<file path="src/rtl/alu_arbiter.sv">
// ============================================================================
// alu_arbiter: shares one registered-output ALU between NUM_REQ valid/ready
// requesters. Optional macro ALU_ARB_FIXED_PRIO_EN selects fixed priority.
// Revision: 1.0
// ============================================================================
`default_nettype none

module alu_arbiter #(
    parameter int width   = 16,
    parameter int width2  = 32,
    parameter int NUM_REQ = 4
) (
    input  logic                    clk,
    input  logic                    reset,
    input  logic [NUM_REQ-1:0]      req_valid,
    output logic [NUM_REQ-1:0]      req_ready,
    input  logic [NUM_REQ*width-1:0] req_a,
    input  logic [NUM_REQ*width-1:0] req_b,
    input  logic [NUM_REQ*4-1:0]    req_fun,
    output logic [NUM_REQ-1:0]      rsp_valid,
    input  logic [NUM_REQ-1:0]      rsp_ready,
    output logic [width2-1:0]       rsp_data,
    output logic                    rsp_flag,
    output logic [2:0]              rsp_id,
    output logic                    busy,
    output logic [width-1:0]        alu_a,
    output logic [width-1:0]        alu_b,
    output logic [3:0]              alu_fun,
    input  logic [width2-1:0]       alu_arith_out,
    input  logic                    alu_arith_flag,
    input  logic [width-1:0]        alu_logic_out,
    input  logic [width-1:0]        alu_cmp_out,
    input  logic [width-1:0]        alu_shift_out,
    input  logic                    alu_logic_flag,
    input  logic                    alu_cmp_flag,
    input  logic                    alu_shift_flag
);

    typedef enum logic [1:0] {
        IDLE = 2'd0,
        EXEC = 2'd1,
        CAPT = 2'd2,
        RESP = 2'd3
    } state_t;

    state_t              state_q, state_d;
    logic [2:0]          ptr;
    logic                grant_hit, hit_hi;
    logic [2:0]          grant_idx, idx_hi, idx_lo;
    logic [NUM_REQ-1:0]  grant_oh;
    logic [width-1:0]    sel_a, sel_b;
    logic [3:0]          sel_fun;
    logic                accept;
    logic                rsp_accept;
    logic [NUM_REQ-1:0]  id_oh;
    logic [width2-1:0]   res_data;
    logic                res_flag;

    logic [width-1:0]    alu_a_q, alu_b_q;
    logic [3:0]          alu_fun_q;
    logic [NUM_REQ-1:0]  rsp_valid_q;
    logic [width2-1:0]   rsp_data_q;
    logic                rsp_flag_q;
    logic [2:0]          rsp_id_q;

`ifdef ALU_ARB_FIXED_PRIO_EN
    assign ptr = 3'd0;
`else
    logic [2:0] ptr_q, ptr_d;

    assign ptr_d = (grant_idx == 3'(NUM_REQ - 1)) ? 3'd0 : grant_idx + 3'd1;

    always_ff @(posedge clk or negedge reset) begin
        if (!reset) begin
            ptr_q <= 3'd0;
        end else if (accept) begin
            ptr_q <= ptr_d;
        end
    end

    assign ptr = ptr_q;
`endif

    // Lowest valid index at/after the pointer wins; otherwise wrap to the lowest overall.
    always_comb begin
        grant_hit = 1'b0;
        hit_hi    = 1'b0;
        idx_hi    = 3'd0;
        idx_lo    = 3'd0;
        for (int i = NUM_REQ - 1; i >= 0; i--) begin
            if (req_valid[i]) begin
                grant_hit = 1'b1;
                idx_lo    = 3'(i);
                if (3'(i) >= ptr) begin
                    hit_hi = 1'b1;
                    idx_hi = 3'(i);
                end
            end
        end
        grant_idx = hit_hi ? idx_hi : idx_lo;
    end

    always_comb begin
        grant_oh = '0;
        sel_a    = '0;
        sel_b    = '0;
        sel_fun  = '0;
        id_oh    = '0;
        for (int i = 0; i < NUM_REQ; i++) begin
            if (grant_hit && (grant_idx == 3'(i))) begin
                grant_oh[i] = 1'b1;
                sel_a       = req_a[i*width +: width];
                sel_b       = req_b[i*width +: width];
                sel_fun     = req_fun[i*4 +: 4];
            end
            id_oh[i] = (rsp_id_q == 3'(i));
        end
    end

    assign accept     = (state_q == IDLE) && grant_hit;
    // rsp_valid_q is one-hot on the owner, so non-owner ready bits mask out.
    assign rsp_accept = |(rsp_ready & rsp_valid_q);

    always_comb begin
        res_data = '0;
        res_flag = 1'b0;
        case (alu_fun_q[3:2])
            2'b00: begin
                res_data = alu_arith_out;
                res_flag = alu_arith_flag;
            end
            2'b01: begin
                res_data = width2'(alu_logic_out);
                res_flag = alu_logic_flag;
            end
            2'b10: begin
                res_data = width2'(alu_cmp_out);
                res_flag = alu_cmp_flag;
            end
            default: begin
                res_data = width2'(alu_shift_out);
                res_flag = alu_shift_flag;
            end
        endcase
    end

    always_comb begin
        state_d = state_q;
        case (state_q)
            IDLE:    if (grant_hit) state_d = EXEC;
            EXEC:    state_d = CAPT;
            CAPT:    state_d = RESP;
            RESP:    if (rsp_accept) state_d = IDLE;
            default: state_d = IDLE;
        endcase
    end

    always_ff @(posedge clk or negedge reset) begin
        if (!reset) begin
            state_q <= IDLE;
        end else begin
            state_q <= state_d;
        end
    end

    always_ff @(posedge clk or negedge reset) begin
        if (!reset) begin
            alu_a_q     <= '0;
            alu_b_q     <= '0;
            alu_fun_q   <= '0;
            rsp_id_q    <= '0;
            rsp_valid_q <= '0;
            rsp_data_q  <= '0;
            rsp_flag_q  <= 1'b0;
        end else begin
            if (accept) begin
                alu_a_q   <= sel_a;
                alu_b_q   <= sel_b;
                alu_fun_q <= sel_fun;
                rsp_id_q  <= grant_idx;
            end
            if (state_q == CAPT) begin
                rsp_data_q  <= res_data;
                rsp_flag_q  <= res_flag;
                rsp_valid_q <= id_oh;
            end else if ((state_q == RESP) && rsp_accept) begin
                rsp_valid_q <= '0;
            end
        end
    end

    assign req_ready = (state_q == IDLE) ? grant_oh : '0;
    assign rsp_valid = rsp_valid_q;
    assign rsp_data  = rsp_data_q;
    assign rsp_flag  = rsp_flag_q;
    assign rsp_id    = rsp_id_q;
    assign busy      = (state_q != IDLE);
    assign alu_a     = alu_a_q;
    assign alu_b     = alu_b_q;
    assign alu_fun   = alu_fun_q;

endmodule

`default_nettype wire

</file>
<file path="config.mk">
export PLATFORM = sky130hd
export DESIGN_NAME = alu_arbiter
export DESIGN_NICKNAME = d
export VERILOG_FILES = /design/src/rtl/alu_arbiter.sv
export SDC_FILE = /design/constraint.sdc
export NUM_CORES = 1
export LEC_CHECK = 0
export ABC_CLOCK_PERIOD_IN_PS = 6300
export CAP_MARGIN = 20
export CORE_AREA = 2 2 125 127
export CTS_CLUSTER_DIAMETER = 30
export CTS_CLUSTER_SIZE = 20
export DETAILED_ROUTE_END_ITERATION = 6
export DIE_AREA = 0 0 127 129
export PLACE_DENSITY = 0.78
export RECOVER_POWER = 50
export SLEW_MARGIN = 0
export SYNTH_ARGS = -nofsm -noshare
export SYNTH_HDL_FRONTEND = slang
export SYNTH_SLANG_ARGS = --single-unit
</file>
<file path="constraint.sdc">
create_clock -name clk -period 6.3 [get_ports clk]
set_input_delay 1.26 -clock clk [delete_from_list [all_inputs] [get_ports clk]]
set_output_delay 1.26 -clock clk [all_outputs]
set_load 0.05 [all_outputs]
</file>
Yosys cells after proc, flatten, opt, wreduce, memory -nomap -nowiden. Cells that the tools add are included.

Register bits: 81. Input port bits: 238. Output and inout bits: 81.

Add/subtract/negate cells: 1. $lt $le $gt $ge: 4. Equal/unequal tests: 13. Mux-type cells: 50. Bitwise gates (word level): 1. Reduce and logical (&&, ||, !) cells: 14.

Operators by type and width (number): $mux W16 (8); $pmux W32 S3 (1); $mux W3 (11); $mux W4 (7); $mux W1 (16); $eq A3 B2 Y1 const B (4); $mux W2 (5); $pmux W2 S4 (1); $eq A2 B2 Y1 const B (3); $eq A3 B1 Y1 const B (2); $ge A1 B3 Y1 const A (2); $ge A2 B3 Y1 const A (2); $logic_and A1 B1 Y1 (6); $logic_not A3 Y1 (2); $and A4 B4 Y4 (1); $eq A2 B1 Y1 const B (2); $logic_not A2 Y1 (2); $ne A2 B2 Y1 const B (2); $reduce_bool A2 Y1 (2); $reduce_or A4 Y1 (1); $add A3 B1 Y3 const B (1); $pmux W1 S3 (1); $reduce_and A2 Y1 (1).

Longest topological paths before layout.
Depth after elaboration: 16. Gate-level depth with buffers: 10. Gate-level depth less buffers: 7.

Worst setup path before layout. OpenSTA, ideal clock, no wires.

Path type: input-to-output. From: input port req_valid[2]. To: output port req_ready[3]. Arrival time: 2887 ps. Required time: 5040 ps. Slack: 2153 ps. Stages: 7. Path buffers: 2. Path through: a21boi_0 -> o22ai_1 -> nor3_1 -> ha_1 -> clkbuf_1 -> buf_2 -> and2_1.

Word-level cells in the longest chain between the ends: 10.

Ends and longest elaborated chain: start: declaration (RTL line 15) `input logic [NUM_REQ-1:0] req_valid,`; $mux W3 / $mux W1 (equally long branches) (RTL line 91) `if (req_valid[i]) begin`; $mux W3 / $mux W1 (equally long branches) (RTL line 94) `if (3'(i) >= ptr) begin`; $mux W3 / $mux W1 (equally long branches) (RTL line 91); $mux W3 / $mux W1 (equally long branches) (RTL line 94); $mux W3 / $mux W1 (equally long branches) (RTL line 91); $mux W3 * (RTL line 100) `grant_idx = hit_hi ? idx_hi : idx_lo;`; named net grant_idx[1] (RTL line 49) `logic [2:0] grant_idx, idx_hi, idx_lo;`; $eq A3 B2 Y1 * (RTL line 110) `if (grant_hit && (grant_idx == 3'(i))) begin`; $logic_and A1 B1 Y1 * (RTL line 110); $mux W1 * (RTL line 110); $mux W4 * (RTL line 192) `assign req_ready = (state_q == IDLE) ? grant_oh : '0;`; end: declaration (RTL line 16) `output logic [NUM_REQ-1:0] req_ready,`.

The timed path passes the listed nets; every way through them passes the cells marked *.

Final worst setup path.
From: input port req_valid[3]. To: output port req_ready[1].

Word-level cells in the longest chain between the ends: 12.

Ends and longest elaborated chain (RTL line): $mux W2 / $mux W1 (equally long branches) (91); $mux W3 / $mux W1 (equally long branches) (94); $mux W3 / $mux W1 (equally long branches) (91); $mux W3 / $mux W1 (equally long branches) (94); $mux W3 / $mux W1 (equally long branches) (91); $mux W3 / $mux W1 (equally long branches) (94); $mux W3 / $mux W1 (equally long branches) (91); $mux W3 (100); $eq A3 B1 Y1 (110); $logic_and A1 B1 Y1 * (110); $mux W1 * (110); $mux W4 * (192).

Every way passes the cells marked *; elsewhere a longest branch is shown, timed or not.

==> impl_metrics.ini <==
[outcome]
status = finished with violations
failed_checks = capacitance limit, slew limit

[logic_synthesis]
ys_ff_latch = 79
avgSynthCellArea_sq_um = 9.59
synth_fa_ha_area_share_pct = 2.01
synth-simple-area-share_pct = 11.5
synthMuxAreaShare_pct = 13.9
synth_top_family_by_area = compound AO/OA/AOI/OAI gates
yosys.cell_types.count = 40
syn_area_sq_um = 4980
yosys_warnings = 0
synth_nets = 765
yosysSeqAreaShare_pct = 39.7
syn_inst = 519
synth-xor-area-share_pct = 0
synth_compound_area_share_pct = 22.7

[die]
start_util_pct = 33.2
die_area_sq_um = 16400
dieWidth_um = 127
fp.dieH_um = 129
io_pins = 319
coreArea_sq_um = 15000
num_rows = 45

[pwr]
pwr-share-clk_pct = 11.9
ir_worst_vdd_uv = 237
pwr-share-seq_pct = 21.4
p_comb_share_pct = 66.7
powerDensity_nw_per_um2 = 505
p_leak_nw = 3.43
cell_internal_pwr_w = 0.00215
swShare_pct = 49.6
switchingPower_w = 0.00212

[global_route]
grt_pass1_vias = 5151
grt_usage_pct = 21.0
grt_max_degree = 80
grt_pass1_wl_um = 27000
antenna_found_initial = 1
grt_overflow = 0

[placed_design]
place.gp.congestion = 0.810
dp_hpwl_um = 12500
place_ws_ns = 1.21
placed_area_sq_um = 8180
portBuffers = 317

[setup_path]
slowest_delay_ns = 0.86
critPathSlowestCell = clkdlybuf4s50_1
critPathKind = input pin to output port
path_cells = dlygate4sd3_1 > o41a_2 > and2_1 > clkdlybuf4s50_1
required_ns = 5.04
crit_arrival_ns = 3.90
critPathBufInv = 2
critical_path.top_delay_family = buffers and inverters
start_kind = input pin
crit_path_max_fanout = 42
cp-end-kind = output port

[worst_hold_path]
hold_path.class = register to register

[clocking]
cts_tree = yes
path_clk_slew_ns = 0.06
clock_path_buffers = 2
cts_resized = 0
cts_hold_buf = 0
cts-htree-levels = 3
cts.sinks = 79
cts_setup_buffers = 0
clk_latency_ns = 0.34
clock-root-buffer = clkbuf_16
cts_buffers = 9

[layout]
mostFrequentLayoutCells = 303 x clkdlybuf4s50_1, 108 x a21oi_1, 79 x dfrtp_1
final_common_cell = clkdlybuf4s50_1
n_fill_cell = 1336
layout-drive-gt1-share_pct = 6.27
stdcell_area_sq_um = 8470
final_nets = 1054
area_delta_synth_final_pct = 70.0

[routing]
drt-pass1-iter-count = 6
first_iter_violations = 253
vias = 5139
wl_per_cell_um = 17.3
drt-total-wl_um = 17300
via_per_inst = 5.13
drtAntennaViolNets = 0
drc = 0

[sta]
rsz0062_at_grt = no
hold_viol = 0
setup_tns_ns = 0
setup_viol = 0
final.min_clock_period_ns = 5.16
whs_ns = 0.483
period_share_pct = 81.9
setup_ws_ns = 1.14
maxSlewHeadroom_pct = -46.9
slew_violations = 59
max_freq_mhz = 194
skew_ns = 0.0119
tightest_slew_ns = 2.20

[job]
cap_violations = 2
## metrics by stage
stage	utilization (%)	instances	power, W
finish	56.5	1002	0.00427
global route	56.5	1002	0.00454
CTS	56.6	1000	0.00435
detailed placement	54.6	984	0.00382
global placement	54.6	984	0.00378
floorplan	-	519	0.00292
## power groups by stage
| stage | registers, W | clock network (W) | logic (W) |
|---|---|---|---|
| floorplan | 0.00174 | 0 | 0.00117 |
| global placement | 0.000911 | 0 | 0.00287 |
| detailed placement | 0.000926 | 0 | 0.00289 |
| CTS | 0.000918 | 0.000527 | 0.00290 |
| global route | 0.000946 | 0.000551 | 0.00305 |
| finish | 0.000913 | 0.000510 | 0.00285 |
## sequential cells by signal, indices dropped and copies added (netlist names)
name / flops
alu_fun: 4
alu_a: 16
rsp_data: 32
rsp_flag: 1
rsp_valid: 4
alu_b: 16
state_q: 2
ptr: 2
rsp_id: 2
## per-layer routing
layer	track usage [%]	share of wire, %	vias up
met4	7.30	2.2	0
li1	-	-	2444
met5	0	0	-
met3	6.69	8.8	27
met2	36.1	49	232
met1	24.8	40	2436
## cell families after synthesis
| logic type | after synthesis |
|---|---|
| AO/OA/AOI/OAI | 175 |
| buffers and inverters | 110 |
| multiplexers | 39 |
| adder cells (fa/ha/maj) | 8 |
| other | 1 |
| flip-flops | 79 |
| AND/OR/NAND/NOR | 107 |
## worst register-to-register path: cells and delay by family, from the launching register on
family,cells,cell delay [ns]
AO/OA/AOI/OAI,3,0.43
adder cells (fa/ha/maj),1,0.26
buffers and inverters,2,1.68
flip-flops,1,0.40
## final timing paths
kind,startpoint,end,slack [ns],depth (start not counted)
max,req_valid[3],req_ready[1],1.14,4
min,rsp_data[10],rsp_data[10],0.48,1
max reg2reg,state_q[1],alu_a[3],3.45,6
min reg2reg,rsp_data[10],rsp_data[10],0.48,1
max in group asynchronous,reset,alu_b[4],4.62,2
min in group asynchronous,reset,rsp_data[29],0.90,1
## cells in the mapped netlist (all sizes together)
master  instances  area share, %
and2            4           0.50
buf            32            4.2
nand2          22            1.7
clkbuf         16            1.2
a21boi          2           0.30
a221o          36            7.2
and4b           1           0.20
a32oi           1           0.18
mux2           19            4.9
o21ai          16            1.6
nor3            1           0.10
conb            1          0.075
o31ai           1           0.15
nor4            1           0.13
or3             1           0.13
nand2b          1           0.13
nor3b           2           0.40
a21oi         108             11
inv            62            4.7
dfrtp          79             40
nand3b         36            5.4
a221oi          1           0.30
mux4           17            8.4
o41ai           2           0.73
nor2           38            2.9
o41a            1           0.23
a22oi           2           0.30
ha              8            2.0
o22ai           1           0.13
mux2i           3           0.60
o32ai           4           0.70
## area by class of cell
class                           count  area, sq um  share of cell area (%)
Inverter                           62          233                    2.75
Multi-Input combinational cell    330         2480                    29.3
Tap cell                          188          235                    2.78
Sequential cell                    79         1980                    23.4
Timing Repair Buffer              326         3250                    38.4
Clock buffer                        9          225                    2.66
Clock inverter                      7         61.3                   0.724
Antenna cell                        1         2.50                  0.0296
(Power assumes the default switching activity.)
